$ cat config.mk
export PLATFORM = sky130hd
export DESIGN_NAME = pc_sequencer
export DESIGN_NICKNAME = d
export VERILOG_FILES = /design/src/rtl/pc_sequencer_pkg.sv /design/src/rtl/pc_sequencer.sv
export SDC_FILE = /design/constraint.sdc
export NUM_CORES = 1
export LEC_CHECK = 0
export ABC_CLOCK_PERIOD_IN_PS = 2100
export CORE_MARGIN = 2
export CORE_UTILIZATION = 30
export DETAILED_ROUTE_END_ITERATION = 7
export GPL_TIMING_DRIVEN = 0
export MAX_ROUTING_LAYER = met4
export PLACE_DENSITY_LB_ADDON = 0.12
export SYNTH_ARGS = -nofsm -noshare
export SYNTH_HDL_FRONTEND = slang
export SYNTH_SLANG_ARGS = --single-unit
$ cat constraint.sdc
create_clock -name clk -period 2.1 [get_ports clk]
set_input_delay 0.42 -clock clk [delete_from_list [all_inputs] [get_ports clk]]
set_output_delay 0.42 -clock clk [all_outputs]
set_load 0.01 [all_outputs]
$ cat src/rtl/pc_sequencer_pkg.sv
// Shared definitions for the program-counter sequencer: state encoding,
// default address width, retired-instruction counter width and a
// saturating-increment helper.
package pc_sequencer_pkg;

   // Default PC / instruction address width.
   localparam int PC_ADDR_W = 16;

   // Width of the retired-instruction counter.
   localparam int CNT_W = 16;

   // Sequencer states (3-bit encoding).
   typedef enum logic [2:0] {
      ST_IDLE   = 3'd0,
      ST_LOAD   = 3'd1,
      ST_FETCH  = 3'd2,
      ST_WAIT   = 3'd3,
      ST_EXEC   = 3'd4,
      ST_HALTED = 3'd5
   } state_t;

   // Increment that sticks at all-ones instead of rolling over.
   function automatic logic [CNT_W-1:0] sat_inc(input logic [CNT_W-1:0] v);
      return (v == {CNT_W{1'b1}}) ? v : v + CNT_W'(1);
   endfunction

endpackage

$ cat src/rtl/pc_sequencer.sv
// Instruction-sequencing FSM that drives an external PC register through
// pc_wr / pc_inc / pc_bin and handshakes with instruction memory.
//
// Every output is a register. Each state's action is captured at the clock
// edge that ends that state's cycle, so it is visible during the following
// cycle: the PC load/increment pulse appears during FETCH and the PC register
// has taken the new value by the time imem_req rises. imem_req stays high
// through WAIT and drops together with the fetch_valid pulse. halted tracks
// the HALTED state exactly (set on entry, cleared by start).
module pc_sequencer
   import pc_sequencer_pkg::*;
#(
   parameter int ADDR_W = PC_ADDR_W
)(
   input  logic              clk,
   input  logic              rst_n,
   input  logic              start,
   input  logic [ADDR_W-1:0] start_addr,
   input  logic [ADDR_W-1:0] pc_in,
   input  logic              imem_ready,
   input  logic              exec_done,
   input  logic              jump_en,
   input  logic [ADDR_W-1:0] jump_addr,
   input  logic              stall,
   input  logic              halt_req,
   output logic              pc_wr,
   output logic              pc_inc,
   output logic [ADDR_W-1:0] pc_bin,
   output logic              imem_req,
   output logic              fetch_valid,
   output logic              pc_wrap,
   output logic [CNT_W-1:0]  instr_cnt,
   output logic              halted
);

   state_t              r_state;
   logic [ADDR_W-1:0]   r_boot_addr;
   logic                r_halt_pend;
   logic                r_pc_wr;
   logic                r_pc_inc;
   logic [ADDR_W-1:0]   r_pc_bin;
   logic                r_imem_req;
   logic                r_fetch_valid;
   logic                r_pc_wrap;
   logic [CNT_W-1:0]    r_instr_cnt;
   logic                r_halted;

   logic                w_retire;
   logic                w_halt_now;
   logic                w_pc_max;

   // A retire needs exec_done while not stalled; stall masks exec_done.
   assign w_retire   = (r_state == ST_EXEC) && exec_done && !stall;
   assign w_halt_now = r_halt_pend || halt_req;
   assign w_pc_max   = (pc_in == {ADDR_W{1'b1}});

   // State transitions, halt latch, counter and registered output actions.
   always_ff @(posedge clk) begin
      if (!rst_n) begin
         r_state       <= ST_IDLE;
         r_boot_addr   <= '0;
         r_halt_pend   <= 1'b0;
         r_pc_wr       <= 1'b0;
         r_pc_inc      <= 1'b0;
         r_pc_bin      <= '0;
         r_imem_req    <= 1'b0;
         r_fetch_valid <= 1'b0;
         r_pc_wrap     <= 1'b0;
         r_instr_cnt   <= '0;
         r_halted      <= 1'b0;
      end else begin
         // Single-cycle actions default low; pc_bin is zero unless writing.
         r_pc_wr       <= 1'b0;
         r_pc_inc      <= 1'b0;
         r_pc_bin      <= '0;
         r_imem_req    <= 1'b0;
         r_fetch_valid <= 1'b0;

         case (r_state)
            ST_IDLE: begin
               if (start) begin
                  r_state     <= ST_LOAD;
                  r_boot_addr <= start_addr;
                  r_pc_wrap   <= 1'b0;
                  r_halt_pend <= 1'b0;
               end
            end

            ST_LOAD: begin
               r_pc_wr  <= 1'b1;
               r_pc_bin <= r_boot_addr;
               r_state  <= ST_FETCH;
            end

            ST_FETCH: begin
               r_imem_req <= 1'b1;
               r_state    <= ST_WAIT;
               if (halt_req) begin
                  r_halt_pend <= 1'b1;
               end
            end

            ST_WAIT: begin
               if (halt_req) begin
                  r_halt_pend <= 1'b1;
               end
               if (imem_ready) begin
                  r_fetch_valid <= 1'b1;
                  r_state       <= ST_EXEC;
               end else begin
                  r_imem_req <= 1'b1;
               end
            end

            ST_EXEC: begin
               if (w_retire) begin
                  r_instr_cnt <= sat_inc(r_instr_cnt);
                  // A jump wins over the sequential increment.
                  if (jump_en) begin
                     r_pc_wr  <= 1'b1;
                     r_pc_bin <= jump_addr;
                  end else begin
                     r_pc_inc <= 1'b1;
                     if (w_pc_max) begin
                        r_pc_wrap <= 1'b1;
                     end
                  end
                  if (w_halt_now) begin
                     r_state  <= ST_HALTED;
                     r_halted <= 1'b1;
                  end else begin
                     r_state <= ST_FETCH;
                  end
               end else if (halt_req) begin
                  // Remember a halt request that arrives while stalled or waiting.
                  r_halt_pend <= 1'b1;
               end
            end

            ST_HALTED: begin
               if (start) begin
                  r_state     <= ST_LOAD;
                  r_boot_addr <= start_addr;
                  r_halted    <= 1'b0;
                  r_halt_pend <= 1'b0;
                  r_pc_wrap   <= 1'b0;
               end
            end

            default: begin
               r_state <= ST_IDLE;
            end
         endcase
      end
   end

   assign pc_wr       = r_pc_wr;
   assign pc_inc      = r_pc_inc;
   assign pc_bin      = r_pc_bin;
   assign imem_req    = r_imem_req;
   assign fetch_valid = r_fetch_valid;
   assign pc_wrap     = r_pc_wrap;
   assign instr_cnt   = r_instr_cnt;
   assign halted      = r_halted;

endmodule

* Word level (Yosys, flattened, before mapping)
Index checks and enable logic that the tools add are counted.
** Word-level totals
- Flip-flop bits (word level) :: 58
- Input port bits :: 56
- Output and inout bits :: 38
** Operators by class
- Add/sub/neg operators :: 1
- Eq/ne operators :: 15
- Muxes and demuxes :: 26
- Bitwise logic cells :: 1
- Reduce and logical (&&, ||, !) cells :: 18
** Operators by type and width (number)
- $eq A16 B16 Y1 const B :: 2
- $mux W16 :: 2
- $pmux W16 S2 :: 1
- $add A16 B1 Y16 const B :: 1
- $pmux W3 S5 :: 1
- $ne A2 B2 Y1 const B :: 7
- $mux W1 :: 13
- $mux W3 :: 4
- $reduce_and A3 Y1 :: 4
- $pmux W1 S2 :: 4
- $eq A3 B2 Y1 const B :: 2
- $eq A3 B3 Y1 const B :: 2
- $reduce_and A5 Y1 :: 1
- $reduce_and A2 Y1 :: 2
- $reduce_and A4 Y1 :: 1
- $reduce_bool A2 Y1 :: 2
- $reduce_or A2 Y1 :: 2
- $eq A3 B1 Y1 const B :: 1
- $logic_not A3 Y1 :: 1
- $pmux W1 S3 :: 1
- $reduce_bool A3 Y1 :: 1
- $logic_and A1 B1 Y1 :: 2
- $ne A2 B1 Y1 const B :: 1
- $logic_not A1 Y1 :: 1
- other kinds (2) :: 2

* Logic depth before layout (Yosys ltp)
- Depth after elaboration :: 5
- Depth in mapped cells :: 7
- Gate-level depth less buffers :: 5

* Worst setup path before layout
No wires, ideal clock.
- Kind :: flip-flop to flip-flop
- Start :: register r_instr_cnt[0], in the netlist instr_cnt[0]
- End :: register r_instr_cnt[6], in the netlist instr_cnt[6]
- Setup time :: 0.130 ns
- Arrival :: 1.895 ns
- Required time :: 1.970 ns
- Setup slack :: 0.075 ns
- Stages on the path, launching flop included :: 7
- Buffers on the path :: 1
- Cell sequence :: dfxtp_1 > ha_1 > nand4_1 > nor4_1 > clkbuf_1 > nor4b_1 > mux2i_1
** On the way
- Cells in the longest elaborated chain, start to end :: 3
- Elaborated cells on any way between the ends :: 4
** Ends and longest elaborated chain
- from (decl) :: RTL line pc_sequencer.sv:45 : logic [CNT_W-1:0] r_instr_cnt;
- from (signal assigned) :: RTL line pc_sequencer.sv:117 : r_instr_cnt <= sat_inc(r_instr_cnt);
- branches (longest 3 deep; another with $add A16 B1 Y16)
Parallel ways; which one is timed is not known.
A chain may end at the register's enable or synchronous reset.

* Worst setup path after layout
- Start :: register r_state[1]
- End :: register r_instr_cnt[11], in the netlist instr_cnt[11]
** On the way
- Cells in the longest elaborated chain, start to end :: 4
** Ends and longest elaborated chain
- from (decl) :: RTL line pc_sequencer.sv:36 : state_t r_state;
- from (signal assigned) :: RTL line pc_sequencer.sv:60 : r_state <= ST_IDLE;
- from (signal assigned) :: RTL line pc_sequencer.sv:82 : r_state <= ST_LOAD;
- from (signal assigned) :: RTL line pc_sequencer.sv:92 : r_state <= ST_FETCH;
- $eq A3 B3 Y1 * :: RTL line pc_sequencer.sv:53, pc_sequencer.sv:79
- $logic_and A1 B1 Y1 (2 in series) :: RTL line pc_sequencer.sv:53 : assign w_retire = (r_state == ST_EXEC) && exec_done && !stall;
- $reduce_and A3 Y1 (no line) *
Every way passes the cells marked *; elsewhere a longest branch is shown, timed or not.

==> metrics.yaml <==
timing:
  max_slew_margin_pct: 65.4
  maxSlewViolCount: 0
  clock.fmax_ghz: 0.492
  fin_skew_ns: 0.0108
  hold_viol: 0
  worst_slew_pin_slew_ns: 0.519
  setup_tns_ns: 0
  setup_ws_ns: 0.0684
  whs_ns: 0.497
  period_needed_ns: 2.03
  finalSetupViolations: 0
  fin_crit_sh_pct: 96.7
routing:
  first_pass_iters: 4
  drt-vias-per-instance: 5.00
  detail_route.wl_per_cell_um: 14.6
  vias: 2465
  wl_um: 7220
  first_iter_violations: 103
  drc: 0
  antenna_left: 0
pwr:
  combPwrFrac_pct: 30.0
  p_switching_mw: 1.11
  p_per_area_nw_per_um2: 913
  seqPwrFrac_pct: 37.3
  p_leak_nw: 1.34
  ir_worst_vdd_v: 0.000462
  switching_share_pct: 31.5
  clkPwrFrac_pct: 32.7
  cellInternalPower_mw: 2.41
layout:
  area_delta_synth_final_pct: 57.6
  layout_commonest_cell: "clkdlybuf4s50_1"
  drive_gt1_share_pct: 11.8
  filler_cell_count: 751
  final_cell_mix: "clkdlybuf4s50_1 (93), dfxtp_1 (56), nor2_1 (35)"
  seq_area_um2: 1160
  fin_cells: 493
  finalInstanceArea_um2: 3850
  fin_nets: 443
  multiInputGateArea_um2: 1230
  antenna-diode-count: 0
floorplanning:
  die_y_um: 94.3
  die_w_um: 94.3
  ios: 94
  core-area_um2: 7810
  num_rows: 32
  initial_core_util_pct: 31.3
  die_area_um2: 8880
placement:
  gp_congestion: 0.734
  dpl.cell_count: 469
  numPortBuffers: 93
  placed_area_um2: 3500
  preCtsSetupSlack_ns: -0.571
  dp_hpwl_um: 5110
synth:
  synth_top_family_by_area: "simple AND/OR/NAND/NOR gates"
  synth.largest_area_cell: "dfxtp_1"
  synth_flop_cell: "dfxtp_1"
  ys_warn_count: 0
  syn_nets: 331
  async_flop_share_pct: 0
  synth_cell_type_count: 42
  synth_edf_count: 0
  synth_xor_area_share_pct: 0.358
  syn_area_um2: 2440
  avgSynthCellArea_um2: 8.92
  muxShareOfSynthArea_pct: 8.60
  synth_fa_ha_area_share_pct: 0.512
  ys_seq_area_share_pct: 47.5
  yosys.area_share.simple_pct: 22.7
  synthTopCellsByArea: "dfxtp_1 (48%), mux2i_1 (8.6%), nor2_1 (5.4%)"
  synth-seq-cells: 58
  synthCells: 274
  yosysTopAreaCellShare_pct: 47.5
  synth_compound_area_share_pct: 16.2
clock_tree:
  cts_tree: "yes"
  cts_inserted_buffers: 9
  root_buffer: "clkbuf_8"
  cts_max_level: 3
  path_clk_slew_ns: 0.07
  clock_latency_ns: 0.34
  cts_sinks: 58
  cts_max_path_buffers: 2
flow_run:
  drv_cap: 0
critical_path:
  path_class: "flip-flop to flip-flop"
  critPathArrivalTime_ns: 2.30
  critPathLaunchType: "flip-flop"
  worstPathRequired_ns: 2.37
  path_cells: "or3b_4 -> or4_4 -> or4_1 -> a21oi_1"
  end_kind: "flip-flop"
  max_stage_delay_ns: 0.58
  cp_slowest_cell: "or4_4"
  crit_fanout: 9
global_routing:
  grt_pass1_vias: 2407
  grt_pass1_wl_um: 11400
  grt_max_degree: 12
  grt_use_total_pct: 17.0
  antenna_found_initial: 0
  overflow: 0
outcome:
  status: "complete, no violations"
hold_path:
  hold_path_class: "flip-flop to flip-flop"
[path summary, 6_finish.rpt]
check | end | slack [ns] | startpoint | depth (start not counted)
setup / recovery | instr_cnt[11]$_SDFFE_PN0P_ | 0.07 | r_state[1]$_SDFFE_PN0P_ | 4
setup reg to reg | instr_cnt[11]$_SDFFE_PN0P_ | 0.07 | r_state[1]$_SDFFE_PN0P_ | 4
hold reg to reg | instr_cnt[12]$_SDFFE_PN0P_ | 0.50 | instr_cnt[12]$_SDFFE_PN0P_ | 2
hold / removal | instr_cnt[12]$_SDFFE_PN0P_ | 0.50 | instr_cnt[12]$_SDFFE_PN0P_ | 2
[power by group through the flow]
stage | clock (mW) | combinational, mW | sequential [mW]
2_1_floorplan | 0 | 0.629 | 1.33
3_3_place_gp | 0 | 0.956 | 1.33
3_5_place_dp | 0 | 0.967 | 1.33
4_1_cts | 1.17 | 1.01 | 1.31
5_1_grt | 1.22 | 1.15 | 1.32
6_report | 1.15 | 1.06 | 1.31
[cell usage after synthesis (2+ instances only)]
library cell,count
nand4_1,8
nor4_1,5
o31ai_1,6
nor3_1,6
nand3_1,6
o21ai_0,9
buf_2,2
a21oi_1,14
clkbuf_1,15
a31oi_1,4
and3_1,3
o2bb2ai_1,2
nor3b_1,5
nand2b_1,4
or4_1,7
or3_1,2
dfxtp_1,58
nand2_1,16
a22oi_1,17
nor2_1,35
nor2b_1,3
mux2i_1,21
inv_1,7
[stage by stage]
step	util (%)	total power [mW]
6_report	49.3	3.52
5_1_grt	49.3	3.69
4_1_cts	48.5	3.50
3_5_place_dp	44.9	2.30
3_3_place_gp	44.9	2.28
2_1_floorplan	-	1.95
[state kept, by name, indices dropped and copies added (netlist names)]
register     cells
halted           1
r_state          3
fetch_valid      1
pc_bin          16
pc_inc           1
instr_cnt       16
pc_wr            1
r_halt_pend      1
r_boot_addr     16
pc_wrap          1
imem_req         1
[worst max-delay path, delay by kind of cell (launching register included)]
family | cells | cell delay, ns
DFF | 1 | 0.34
and+or+nand+nor | 3 | 1.48
AOI/OAI and AO/OA | 1 | 0.14
[cells by family (layout without fill, tap and decap cells)]
group / count (synthesis) / in the layout
DFF: 58 / 58
buffers and inverters: 26 / 143
AOI/OAI and AO/OA: 60 / 60
adders and majority gates: 1 / 1
and+or+nand+nor: 107 / 107
xor gates and xnor gates: 1 / 1
muxes: 21 / 21
[metal layers]
metal  vias to the layer above  track usage [%]  part of all wire (%)
met2                        82             25.2                    45
met3                         8             4.98                   8.2
met1                      1149             21.0                    46
met5                         -                -                     0
met4                         0             8.82                   1.5
li1                       1226                -                     -
[cell type report]
class                      count  area share [%]
multi-input combinational    190            31.9
tap                          102            3.31
clock inverter                 7            2.44
inverter                       8           0.780
timing repair buffer         103            26.1
buffer                        16            1.98
clock buffer                   9            3.22
sequential                    58            30.2
[timing repair]
item / in CTS / in global routing
hold buffers: 0 / 0
setup buffers: 2 / 8
pin swaps: 2 / 3
gates resized for setup: 16 / 10
endpoints found under the setup margin: 41 / 31
cloned: 0 / 0
No activity file was read; power rests on OpenSTA's default activity.
